<file path="src/rtl/gmii_tx_framer_if.sv">
// Byte-stream input from the arbiter and GMII transmit outputs of the framer.
// The upstream/bench side takes the master modport; the framer takes the slave modport.
interface gmii_tx_framer_if;
    logic [7:0] Input_data;
    logic       Input_valid;
    logic       Input_last;
    logic [7:0] Gmii_txd;
    logic       Gmii_tx_en;
    logic       Gmii_tx_er;
    logic       Overrun_pulse;

    modport master (
        output Input_data, Input_valid, Input_last,
        input  Gmii_txd, Gmii_tx_en, Gmii_tx_er, Overrun_pulse
    );

    modport slave (
        input  Input_data, Input_valid, Input_last,
        output Gmii_txd, Gmii_tx_en, Gmii_tx_er, Overrun_pulse
    );
endinterface

</file>
<file path="src/rtl/gmii_tx_framer.sv">
// GMII transmit framer: preamble/SFD insertion, CRC-32 FCS append and inter-frame gap.
// Payload waits in an 8-stage delay line while the preamble goes out; input has no backpressure.
module gmii_tx_framer #(
    parameter int IFG_LEN = 12
) (
    input  logic            Clk,
    input  logic            Rst,
    gmii_tx_framer_if.slave bus
);
    typedef enum logic [2:0] {S_IDLE, S_PREAMBLE, S_DATA, S_FCS, S_GAP} state_e;

    typedef struct packed {
        logic [7:0] data;
        logic       valid;
        logic       last;
    } slot_t;

    localparam int DEPTH = 8;
    // The first GAP cycle already overlaps the first idle output cycle, hence the -2.
    localparam logic [15:0] GAP_END = 16'(IFG_LEN - 2);

    function automatic logic [31:0] crc_byte(input logic [31:0] crc_in, input logic [7:0] data);
        logic [31:0] c;
        c = crc_in ^ {24'h0, data};
        for (int i = 0; i < 8; i++) begin
            c = c[0] ? ((c >> 1) ^ 32'hEDB8_8320) : (c >> 1);
        end
        return c;
    endfunction

    state_e      state_q, state_d;
    logic [15:0] cnt_q, cnt_d;
    logic [31:0] crc_q, crc_d;
    logic        capture_q, capture_d;
    logic        drop_q, drop_d;
    slot_t       line_q [DEPTH];
    slot_t       line_d [DEPTH];
    logic [7:0]  txd_q, txd_d;
    logic        tx_en_q, tx_en_d;
    logic        tx_er_q, tx_er_d;
    logic        ovr_q, ovr_d;

    slot_t       in_slot;
    slot_t       head;
    logic        accept;
    logic [31:0] fcs;

    always_comb begin
        // NOTE: every signal gets a default first so no path leaves it unassigned (no latches).
        state_d   = state_q;
        cnt_d     = cnt_q;
        crc_d     = crc_q;
        capture_d = capture_q;
        drop_d    = drop_q;
        txd_d     = 8'h00;
        tx_en_d   = 1'b0;
        tx_er_d   = 1'b0;
        ovr_d     = 1'b0;
        accept    = 1'b0;
        in_slot   = '{data: bus.Input_data, valid: 1'b0, last: 1'b0};
        head      = line_q[DEPTH-1];
        fcs       = ~crc_q;

        // A frame start outside IDLE is dropped whole, up to and including its last byte.
        if (bus.Input_valid) begin
            if (drop_q) begin
                if (bus.Input_last) drop_d = 1'b0;
            end else if (capture_q || state_q == S_IDLE) begin
                in_slot.valid = 1'b1;
                in_slot.last  = bus.Input_last;
                accept        = !capture_q;
                capture_d     = !bus.Input_last;
            end else begin
                ovr_d  = 1'b1;
                drop_d = !bus.Input_last;
            end
        end

        line_d[0] = in_slot;
        for (int i = 1; i < DEPTH; i++) line_d[i] = line_q[i-1];

        case (state_q)
            S_IDLE: begin
                if (accept) begin
                    state_d = S_PREAMBLE;
                    cnt_d   = 16'd0;
                    txd_d   = 8'h55;
                    tx_en_d = 1'b1;
                end
            end
            S_PREAMBLE: begin
                tx_en_d = 1'b1;
                crc_d   = 32'hFFFF_FFFF;
                if (cnt_q == 16'd6) begin
                    txd_d   = 8'hD5;
                    state_d = S_DATA;
                end else begin
                    txd_d = 8'h55;
                    cnt_d = cnt_q + 16'd1;
                end
            end
            S_DATA: begin
                tx_en_d = 1'b1;
                if (head.valid) begin
                    txd_d = head.data;
                    crc_d = crc_byte(crc_q, head.data);
                    if (head.last) begin
                        state_d = S_FCS;
                        cnt_d   = 16'd0;
                    end
                end else begin
                    tx_er_d = 1'b1;
                end
            end
            S_FCS: begin
                tx_en_d = 1'b1;
                txd_d   = fcs[{cnt_q[1:0], 3'b000} +: 8];
                if (cnt_q == 16'd3) begin
                    state_d = S_GAP;
                    cnt_d   = 16'd0;
                end else begin
                    cnt_d = cnt_q + 16'd1;
                end
            end
            S_GAP: begin
                if (cnt_q == GAP_END) state_d = S_IDLE;
                else                  cnt_d   = cnt_q + 16'd1;
            end
            default: state_d = S_IDLE;
        endcase
    end

    // NOTE: sequential state uses non-blocking assignments so every flop samples pre-edge values.
    always_ff @(posedge Clk) begin
        if (Rst) begin
            state_q   <= S_IDLE;
            cnt_q     <= 16'd0;
            crc_q     <= 32'hFFFF_FFFF;
            capture_q <= 1'b0;
            drop_q    <= 1'b0;
            txd_q     <= 8'h00;
            tx_en_q   <= 1'b0;
            tx_er_q   <= 1'b0;
            ovr_q     <= 1'b0;
            // NOTE: the delay line is reset because stale valid bits would leak into the next frame.
            for (int i = 0; i < DEPTH; i++) line_q[i] <= '0;
        end else begin
            state_q   <= state_d;
            cnt_q     <= cnt_d;
            crc_q     <= crc_d;
            capture_q <= capture_d;
            drop_q    <= drop_d;
            txd_q     <= txd_d;
            tx_en_q   <= tx_en_d;
            tx_er_q   <= tx_er_d;
            ovr_q     <= ovr_d;
            line_q    <= line_d;
        end
    end

    assign bus.Gmii_txd      = txd_q;
    assign bus.Gmii_tx_en    = tx_en_q;
    assign bus.Gmii_tx_er    = tx_er_q;
    assign bus.Overrun_pulse = ovr_q;
endmodule

</file>
<file path="src/flat_wrapper.sv">
// flat-port wrapper written by rule: the top's interface ports become plain ports
module gmii_tx_framer_flat 
#(
    parameter int IFG_LEN = 12
)
  (Clk, Rst, bus_Input_data, bus_Input_valid, bus_Input_last, bus_Gmii_txd, bus_Gmii_tx_en, bus_Gmii_tx_er, bus_Overrun_pulse);
  gmii_tx_framer_if bus_i ();
  input  logic Clk;
  input  logic Rst;
  input wire logic [$bits(bus_i.Input_data)-1:0] bus_Input_data;
  input wire logic [$bits(bus_i.Input_valid)-1:0] bus_Input_valid;
  input wire logic [$bits(bus_i.Input_last)-1:0] bus_Input_last;
  output wire logic [$bits(bus_i.Gmii_txd)-1:0] bus_Gmii_txd;
  output wire logic [$bits(bus_i.Gmii_tx_en)-1:0] bus_Gmii_tx_en;
  output wire logic [$bits(bus_i.Gmii_tx_er)-1:0] bus_Gmii_tx_er;
  output wire logic [$bits(bus_i.Overrun_pulse)-1:0] bus_Overrun_pulse;
  assign bus_i.Input_data = bus_Input_data;
  assign bus_i.Input_valid = bus_Input_valid;
  assign bus_i.Input_last = bus_Input_last;
  assign bus_Gmii_txd = bus_i.Gmii_txd;
  assign bus_Gmii_tx_en = bus_i.Gmii_tx_en;
  assign bus_Gmii_tx_er = bus_i.Gmii_tx_er;
  assign bus_Overrun_pulse = bus_i.Overrun_pulse;
  gmii_tx_framer #(.IFG_LEN(IFG_LEN)) u_core (.Clk(Clk), .Rst(Rst), .bus(bus_i));
endmodule
</file>
<file path="config.mk">
export PLATFORM = sky130hd
export DESIGN_NAME = gmii_tx_framer_flat
export DESIGN_NICKNAME = d
export VERILOG_FILES = /design/src/rtl/gmii_tx_framer_if.sv /design/src/rtl/gmii_tx_framer.sv /design/src/flat_wrapper.sv
export SDC_FILE = /design/constraint.sdc
export NUM_CORES = 1
export LEC_CHECK = 0
export BUFFER_PORTS_ARGS = -buffer_cell sky130_fd_sc_hd__buf_2
export CORE_MARGIN = 2
export CORE_UTILIZATION = 60
export DETAILED_ROUTE_END_ITERATION = 8
export PLACE_DENSITY_LB_ADDON = 0.12
export REMOVE_ABC_BUFFERS = 1
export SYNTH_ARGS = -nofsm -noshare
export SYNTH_HDL_FRONTEND = slang
export SYNTH_SLANG_ARGS = --single-unit
</file>
<file path="constraint.sdc">
create_clock -name Clk -period 2.8 [get_ports Clk]
set_input_delay 0.56 -clock Clk [delete_from_list [all_inputs] [get_ports Clk]]
set_output_delay 0.56 -clock Clk [all_outputs]
set_load 0.01 [all_outputs]
</file>
==> results by group, run 1 <==
Job
  • Max-Cap Viols: 0

Critical path
  • Delay-heaviest family, CP: compound AO/OA/AOI/OAI gates
  • Worst r2r path cells: 5
  • Worst path bufs/invs: 0
  • Critical path depth in cells: 5
  • Max Fanout on Critical Path: 27
  • Critical Path Start Type: flop
  • Critical Path, Cell by Cell: or4_1, nor4_2, o21ba_1, o31ai_1, a21oi_1
  • Reg2reg end: u_core.cnt_q[5]
  • Worst setup startpoint: u_core.cnt_q[12]
  • WS Path Type: reg2reg
  • Slowest CP cell: o21ba_1
  • Req. time, crit path: roughly 3.2 ns
  • Crit. End Element: flop
  • R2R Setup Slk: ~0.31 ns
  • Reg-to-Reg Start: u_core.cnt_q[12]
  • Worst Path Arrival: around 2.9 ns
  • Max stage delay on crit path: about 0.7 ns
  • Worst setup path endpoint: u_core.cnt_q[5]

Finish
  • Area Overhead vs Synth: 14.14%
  • Layout net count: a little over 600
  • Share of cells above drive strength 1: between 10% and 20%
  • Diode count: 0
  • Commonest non-fill, non-tap cell in the layout: dfxtp_1
  • Highest-count cells in the layout ignoring fill and taps: 144 x dfxtp_1, 80 x nor2b_1, 48 x nor2_1

Floorplan
  • Io pins: 23
  • Initial Util: approximately three fifths
  • Core Region: slightly below 0.01 mm2
  • Cell row count: 36
  • Die outline height: ~100 um
  • Die X: slightly above 100 um
  • Die area: 0.01077 mm2

Timing
  • Final Max Slew Viols: 0
  • FMAX: 0.4024 GHz
  • Final hold viol count: 0
  • Slew @ Worst Pin: between 0.8 and 0.9 ns
  • Slew margin rel.: a little under half
  • Fin Clk Skew: between 0.006 and 0.007 ns
  • Final Worst Setup Slack: roughly 0.31 ns
  • RSZ-0062 raised after global routing: false
  • Fin crit share: 88.76%
  • Final hold slack: roughly 0.25 ns
  • Final min period: ~2.5 ns
  • Setup-failing EPs final: 0
  • Setup tns final: 0 ns

CTS
  • Cts repair resizes: 0
  • CTS root buf: clkbuf_8
  • Max Root-Sink Buffers: 2
  • Max H-tree Level: 4
  • CTS Sinks: 144
  • Post-CTS setup buffers: 0
  • Clk_lat worst skew: 0.52 ns
  • Num CTS Buffers: 17
  • CTS tree: yes
  • Worst-path clk slew: ~0.060 ns
  • Hold buffers post-CTS: 0

Place
  • RePlAce Congestion: roughly 0.8
  • Pre-CTS setup slack: 0.2259 ns
  • HPWL Detailed: about 6900 um
  • IO buf count: 22

Logic synthesis
  • Main area contributors after synthesis: dfxtp_1 48%, nor2b_1 8.4%, xnor2_1 5.4%
  • Yosys top cell by area: dfxtp_1
  • #FFs+latches synth: approximately 140
  • Avg Inst Size Synth: between 10 and 15 um2
  • Cells after Synth: a little under 600
  • YS warnings: 0
  • Seq/Total Area, Yosys: 48.25%
  • Unique cell type count in the Yosys netlist: 55
  • Synth async-reset ratio: 0%
  • Main synth FF type: dfxtp_1
  • Share of the synthesized area in the top cell type: between 40% and 50%
  • Post-Syn Area: about 0.0060 mm2
  • Post-synth EDFFs: 0

Global routing
  • Total track usage: approximately 22%
  • Initial antenna violation count: 0
  • Grt total ovfl: 0
  • Largest net degree at the start of global routing: between 70 and 80
  • Vias in the first global route: about 4000
  • Global-route wire length before repair: ~19000 um

Drt
  • Average wire per standard cell: 15.07 um
  • Routed vias/inst: approximately 5.5
  • First drt pass iteration count: 5
  • DRT iter0 DRCs: around 210
  • DRC viols: 0
  • Final wirelength: approximately 11000 um
  • Final ANT Viol Nets: 0
  • Via count: roughly 4100

Power and ir drop
  • P per Cell Area: between 600 and 700 mW/mm2
  • P_sw: slightly above 0.001 W
  • Switching share of power: 22.17%
  • Clock share of power: between 40% and 50%
  • Sequential share of power: 46.0%
  • Peak supply drop: about 0.60 mV
  • Leak Pwr: between 2 and 3 nW
  • Internal power: around 0.0036 W
  • Combinational Power Share: around 4.7%

Hold path
  • Hold Path Class: in2reg
  • Worst Hold Launch: bus_Input_data[6]
  • Hold path cells: 2

Status
  • Outcome: complete, no violations
## per-stage QoR
stage / total power [W] / instances / area [um2] / utilization, %
2_1_floorplan: 0.002264 / 552 / 5838 / -
3_3_place_gp: 0.002351 / 719 / 6225 / 63.98
3_5_place_dp: 0.002358 / 719 / 6225 / 63.98
4_1_cts: 0.004613 / 751 / 6819 / 70.09
5_1_grt: 0.004721 / 751 / 6819 / 70.09
6_report: 0.004564 / 751 / 6819 / 70.09
## cell type report
cell class / count / area, um2
clock buffers: 20 / 435.4
clock inverters: 12 / 158.9
fillers: 771 / 2910
inverters: 5 / 18.77
multi-input cells: 403 / 2942
flip-flops and latches: 144 / 2883
well taps: 133 / 166.4
repair buffers: 34 / 215.2
## how the worst min path moves through the flow
stage / endpoint / slack [ns]
floorplan: u_core.head[0] / 0.41
global placement: u_core.line_d[42] / 0.42
detailed placement: u_core.line_d[21] / 0.42
CTS: u_core.line_d[68] / 0.22
global route: u_core.line_d[62] / 0.23
finish: u_core.line_d[68] / 0.25
## metal layers
metal	track usage (%)	vias up	routed length, um
met5	0	-	0
met4	7.143	0	130
met3	6.042	11	541
met2	34.67	99	5373
met1	29.50	1987	5272
li1	-	2048	-
## worst register-to-register path: stages, from the launching register on
cell	delay [ns]
dfxtp_1	0.34
or4_1	0.64
nor4_2	0.37
o21ba_1	0.69
o31ai_1	0.18
a21oi_1	0.19
## cells by family (layout without fill, tap and decap cells)
group                    count (synthesis)  after routing  synth area share (%)
multiplexers                             8              8                 3.016
XOR/XNOR                                69             69                 13.93
flip-flops                             144            144                 48.25
buffers and inverters                   37             71                 2.597
AO/OA/AOI/OAI                           92             92                 9.697
AND/OR/NAND/NOR                        232            232                 22.09
adder cells (fa/ha/maj)                  2              2                0.4188
## cell usage after synthesis (5+ instances only)
library cell	n
nand3_1	12
dfxtp_1	144
xnor2_2	5
nor2b_1	80
or2_2	17
o21bai_1	10
nor2_1	48
inv_1	5
xnor3_1	10
a21oi_1	38
mux4_2	8
xnor2_1	37
xor2_1	13
nor3_1	26
o31ai_1	10
or4_1	11
nand2_1	10
a31oi_1	5
clkbuf_1	25
o21ai_0	11
or3_1	5
## power by group through the flow
stage	clock network [W]	registers [W]	logic, W
floorplan	0	0.00216	0.000108
global placement	0	0.00214	0.000208
detailed placement	0	0.00214	0.000214
CTS	0.00230	0.00210	0.000215
global route	0.00238	0.00210	0.000234
finish	0.00225	0.00210	0.000215
## registers in the layout, summed over array words and instances, names as in the netlist
register and cells:
u_core.bus.Gmii_tx_en 1, u_core.bus.Gmii_tx_er 1, u_core.bus.Gmii_txd 8, u_core.bus.Overrun_pulse 1, u_core.capture_q 1, u_core.cnt_q 16
u_core.crc_q 32, u_core.drop_q 1, u_core.head 10, u_core.line_d 70, u_core.state_q 3
Power figures use the tool's default switching activity.
==> inputs of run 2 (changes only) <==
--- a/config.mk
+++ b/config.mk
@@ -6,6 +6,7 @@
 export NUM_CORES = 1
 export LEC_CHECK = 0
 export BUFFER_PORTS_ARGS = -buffer_cell sky130_fd_sc_hd__buf_2
+export CORE_ASPECT_RATIO = 0.5
 export CORE_MARGIN = 2
 export CORE_UTILIZATION = 60
 export DETAILED_ROUTE_END_ITERATION = 8
==> run 2 against run 1 <==
  * Clock power down 3%
  * Register-to-register slack lost 0.05 ns
  * Maximum frequency down 1.8%
  * Sequential power barely moved
  * Total power decreased by 1.5%
  * Routed wire length shrank 0.27%
  * Critical endpoint is now u_core.cnt_q[10]
  * Largest cell class unchanged
==> results by group, run 2 (synthesis results as in run 1) <==
Status
  • Outcome: complete, no violations

Critical path
  • Crit. End Element: flop
  • Max Fanout on Critical Path: 24 (-11%)
  • Critical Path Start Type: flop
  • WS Path Type: reg2reg
  • Worst Path Arrival: 2.81 ns (-0.11 ns)
  • Req. time, crit path: 3.08 ns (-0.16 ns)
  • Worst r2r path cells: 6 (+1)

Floorplan
  • Cell row count: 25 (-31%)
  • Die outline height: 74.56 um (-28%)
  • Core Region: 0.009572 mm2 (-1.6%)
  • Die X: 145.1 um (+40%)
  • Initial Util: 62.42% (+1.0 points)
  • Io pins: 23 (unchanged)
  • Die area: 0.01082 mm2 (+0.45%)

Timing
  • Final hold viol count: 0 (unchanged)
  • Final Max Slew Viols: 0 (unchanged)
  • Final min period: 2.531 ns (+0.04520 ns)
  • Slew @ Worst Pin: 0.7502 ns (-0.05662 ns)
  • FMAX: 0.3952 GHz (-1.8%)
  • Fin crit share: 90.38% (+1.6 points)
  • Final Worst Setup Slack: 0.2694 ns (-0.04520 ns)
  • RSZ-0062 raised after global routing: false
  • Slew margin rel.: 49.99% (+4.2 points)
  • Setup-failing EPs final: 0 (unchanged)
  • Setup tns final: 0 ns (unchanged)
  • Fin Clk Skew: 0.007710 ns (+0.001090 ns)

Finish
  • Diode count: 0 (unchanged)
  • Largest register FFs: 70 (unchanged)
  • Layout net count: 623 (+0.65%)
  • Fillers: 726 (-5.8%)
  • Commonest non-fill, non-tap cell in the layout: dfxtp_1
  • Share of cells above drive strength 1: 17.52% (+0.86 points)
  • Area Overhead vs Synth: 14.32%
  • Highest-count cells in the layout ignoring fill and taps: 144 x dfxtp_1, 80 x nor2b_1, 48 x nor2_1
  • Area of the multi-input gates: 0.002942 mm2 (unchanged)
  • FF+latch area: 0.002883 mm2 (unchanged)

Power and ir drop
  • P per Cell Area: 658.4 mW/mm2 (-1.6%)
  • Leak Pwr: 2.622 nW (+0.69%)
  • Peak supply drop: 0.3766 mV (-37%)

Global routing
  • Grt total ovfl: 0 (unchanged)
  • Total track usage: 22.43% (+0.48 points)
  • Largest net degree at the start of global routing: 73 (-1.4%)
  • Vias in the first global route: 3826 (-2.4%)
  • Global-route wire length before repair: 18720 um (-0.44%)
  • Initial antenna violation count: 0 (unchanged)

Place
  • IO buf count: 22 (unchanged)
  • RePlAce Congestion: 0.8158 (+1.9%)
  • Pre-CTS setup slack: 0.1995 ns (-0.02644 ns)
  • HPWL Detailed: 6741 um (-2.4%)

Drt
  • DRC viols: 0 (unchanged)
  • Final wirelength: 11290 um (-0.27%)
  • Routed vias/inst: 5.450 (-1.2%)
  • DRT iter0 DRCs: 279 (+34%)
  • Via count: 4126 (-0.46%)
  • Average wire per standard cell: 14.91 um (-1.1%)
  • Final ANT Viol Nets: 0 (unchanged)
  • First drt pass iteration count: 5 (unchanged)

Job
  • Max-Cap Viols: 0 (unchanged)

CTS
  • CTS tree: yes
  • CTS root buf: clkbuf_16
  • Max Root-Sink Buffers: 2 (unchanged)
  • CTS Sinks: 144 (unchanged)
  • Worst-path clk slew: 0.07 ns (about the same)
  • Post-CTS setup buffers: 0 (unchanged)
  • Num CTS Buffers: 17 (unchanged)
  • Max H-tree Level: 4 (unchanged)
  • Hold buffers post-CTS: 0 (unchanged)
  • Cts repair resizes: 0 (unchanged)
  • Clk_lat worst skew: 0.42 ns (-0.10 ns)

Hold path
  • Hold path cells: 2 (unchanged)
  • Hold Path Class: in2reg
## run 2: cell count changes in the layout (fill, tap and decap cells not counted), sizes merged
cell,before,now
buf,34,38
bufinv,3,1
clkinv,5,4
inv,7,14
clkinvlp,2,1
clkbuf,20,17
## run 2: cell type report
type / instances / share of cell area, %
Multi-Input combinational cell: 403 / 43.07
Sequential cell: 144 / 42.21
Clock buffer: 17 / 6.228
Timing Repair Buffer: 38 / 3.590
Tap cell: 135 / 2.473
Clock inverter: 15 / 2.162
Inverter: 5 / 0.2748
## run 2: per-layer routing
layer,vias to the layer above,share of wire [%],track usage (%)
li1,2059,-,-
met1,1970,48,29.48
met2,92,46,36.77
met3,5,5.8,6.748
met4,0,0.43,6.863
met5,-,0,0
## run 2: worst paths after layout
check / startpoint / to / slack (ns)
max: u_core.cnt_q[12] / u_core.cnt_q[10] / 0.27
min: bus_Input_data[0] / u_core.line_d[62] / 0.34
max reg2reg: u_core.cnt_q[12] / u_core.cnt_q[10] / 0.27
min reg2reg: u_core.line_d[19] / u_core.line_d[9] / 0.43
## run 2: worst max-delay path, cell delays in order (launching register included)
cell and delay, ns:
dfxtp_1 0.34, or4_1 0.62, nor4_2 0.36, o21ba_1 0.66, buf_4 0.24, or3_1 0.10, a21oi_1 0.06
## run 2: power breakdown
| part | leakage (nW) | internal [W] | switching (W) |
|---|---|---|---|
| registers | 1.17 | 0.00209 | 0.0000153 |
| clock network | 0.285 | 0.00125 | 0.000935 |
| logic | 1.17 | 0.0000785 | 0.000131 |
## run 2: through the flow
stage | area [um2] | instances | hold slack [ns] | util (%) | total power [W]
after floorplan | 5838 | 552 | 0.4138 | - | 0.002264
final | 6830 | 757 | 0.3439 | 71.36 | 0.004497
after CTS | 6830 | 757 | 0.3355 | 71.36 | 0.004527
after global routing | 6830 | 757 | 0.3356 | 71.36 | 0.004645
after global placement | 6257 | 725 | 0.4156 | 65.37 | 0.002351
after detailed placement | 6257 | 725 | 0.4231 | 65.37 | 0.002356
==> inputs of run 3 (changes only) <==
==> constraint.sdc (replaced) <==
create_clock -name Clk -period 2.85 [get_ports Clk]
set_input_delay 0.57 -clock Clk [delete_from_list [all_inputs] [get_ports Clk]]
set_output_delay 0.57 -clock Clk [all_outputs]
set_load 0.01 [all_outputs]
==> run 3 against run 2 <==
  * Count of clock-buffer cells in the layout rose by 1
  * Combinational power down 2%
  * Final area rose by 0.62%
  * Via count up 0.41%
  * Final cell count fell by 0.13%
  * Sequential share of layout area down 0.26 points
  * Non-clock buffer count decreased by 1
  * Critical path type unchanged
==> results by group, run 3 (synthesis results as in run 1) <==
Floorplan
  • Core Region: 0.009572 mm2 (unchanged)
  • Die outline height: 74.56 um (unchanged)
  • Io pins: 23 (unchanged)
  • Die area: 0.01082 mm2 (unchanged)
  • Initial Util: 62.42% (unchanged)
  • Die X: 145.1 um (unchanged)
  • Cell row count: 25 (unchanged)

CTS
  • Clk_lat worst skew: 0.41 ns (about the same)
  • CTS root buf: clkbuf_16
  • Post-CTS setup buffers: 0 (unchanged)
  • CTS Sinks: 144 (unchanged)
  • Worst-path clk slew: 0.06 ns (about the same)
  • Max H-tree Level: 4 (unchanged)
  • Num CTS Buffers: 17 (unchanged)
  • Hold buffers post-CTS: 0 (unchanged)
  • CTS tree: yes
  • Cts repair resizes: 0 (unchanged)
  • Max Root-Sink Buffers: 2 (unchanged)

Timing
  • Final min period: 2.558 ns (+0.02737 ns)
  • Slew @ Worst Pin: 0.7115 ns (-0.03869 ns)
  • FMAX: 0.3909 GHz (-1.1%)
  • RSZ-0062 raised after global routing: false
  • Fin Clk Skew: 0.01096 ns (+0.003247 ns)
  • Setup tns final: 0 ns (unchanged)
  • Final Max Slew Viols: 0 (unchanged)
  • Fin crit share: 89.75% (-0.63 points)
  • Setup-failing EPs final: 0 (unchanged)
  • Final hold viol count: 0 (unchanged)
  • Slew margin rel.: 52.57% (+2.6 points)

Finish
  • Share of cells above drive strength 1: 17.39% (-0.13 points)
  • Finished Cell Area: 0.006873 mm2 (+0.62%)
  • Highest-count cells in the layout ignoring fill and taps: 144 x dfxtp_1, 80 x nor2b_1, 48 x nor2_1
  • Area of the multi-input gates: 0.002942 mm2 (unchanged)
  • Fillers: 739 (+1.8%)
  • Diode count: 0 (unchanged)
  • Area Overhead vs Synth: 15.04%
  • Layout net count: 622 (-0.16%)
  • Largest register FFs: 70 (unchanged)
  • FF+latch area: 0.002883 mm2 (unchanged)
  • Commonest non-fill, non-tap cell in the layout: dfxtp_1

Drt
  • First drt pass iteration count: 5 (unchanged)
  • DRC viols: 0 (unchanged)
  • Final ANT Viol Nets: 0 (unchanged)
  • DRT iter0 DRCs: 179 (-36%)
  • Average wire per standard cell: 14.68 um (-1.5%)
  • Final wirelength: 11100 um (-1.7%)
  • Routed vias/inst: 5.480 (+0.54%)
  • Via count: 4143 (+0.41%)

Critical path
  • Req. time, crit path: 3.15 ns (+0.07 ns)
  • Crit. End Element: flop
  • Critical Path Start Type: flop
  • WS Path Type: reg2reg
  • Max Fanout on Critical Path: 6 (-75%)
  • Worst Path Arrival: 2.85 ns (+0.04 ns)

Global routing
  • Grt total ovfl: 0 (unchanged)
  • Initial antenna violation count: 0 (unchanged)
  • Largest net degree at the start of global routing: 73 (unchanged)
  • Vias in the first global route: 3778 (-1.3%)
  • Total track usage: 22.10% (-0.34 points)
  • Global-route wire length before repair: 18620 um (-0.51%)

Power and ir drop
  • P per Cell Area: 672.6 mW/mm2 (+2.2%)
  • Leak Pwr: 2.633 nW (+0.44%)
  • Peak supply drop: 0.3995 mV (+6.1%)

Job
  • Max-Cap Viols: 0 (unchanged)

Status
  • Outcome: complete, no violations

Place
  • IO buf count: 22 (unchanged)
  • HPWL Detailed: 6711 um (-0.46%)
  • Post-DP Area: 0.006237 mm2 (-0.32%)
  • RePlAce Congestion: 0.8046 (-1.4%)

Hold path
  • Hold Path Class: in2reg
run 3: path summary, 6_finish.rpt:
path	slack, ns	start	endpoint	cells past startpoint
setup / recovery	0.29	u_core.cnt_q[1]	u_core.cnt_q[7]	6
hold / removal	0.36	bus_Input_data[6]	u_core.line_d[68]	2
setup reg to reg	0.29	u_core.cnt_q[1]	u_core.cnt_q[7]	6
hold reg to reg	0.43	u_core.line_d[37]	u_core.line_d[27]	1
run 3: layout make-up:
cell class / instances / area share [%]
repair buffers: 37 / 3.277
clock buffers: 18 / 6.390
well taps: 135 / 2.458
clock inverters: 14 / 2.858
flip-flops and latches: 144 / 41.94
multi-input cells: 403 / 42.80
inverters: 5 / 0.2731
run 3: per-layer routing:
layer  vias up  wire (um)  GRT usage (%)
met5         -          0              0
met1      1963       5478          29.64
met3        18        533          6.196
met4         0        124          8.279
met2        98       4961          35.03
li1       2064          -              -
run 3: through the flow:
step	utilization [%]	worst slack, ns	total power, W	hold WS [ns]	instances
floorplan	-	0.1392	0.002224	0.4138	552
global placement	65.16	0.3301	0.002310	0.4159	724
detailed placement	65.16	0.2773	0.002313	0.4234	724
CTS	71.80	0.3492	0.004659	0.3461	756
global route	71.80	0.08776	0.004773	0.3547	756
finish	71.80	0.2920	0.004623	0.3565	756
run 3: worst max-delay path: stages, from the launching register on:
cell       delay, ns
dfxtp_1         0.41
ha_1            0.28
or4bb_1         0.56
o41ai_1         0.58
a2111oi_0       0.27
a41oi_1         0.26
o21ai_1         0.08
run 3: power breakdown:
part,switching (W),total (W),internal [W],leakage (nW)
combinational,0.000128,0.000204,0.0000769,1.16
clock,0.000921,0.00235,0.00143,0.305
sequential,0.0000145,0.00206,0.00205,1.17
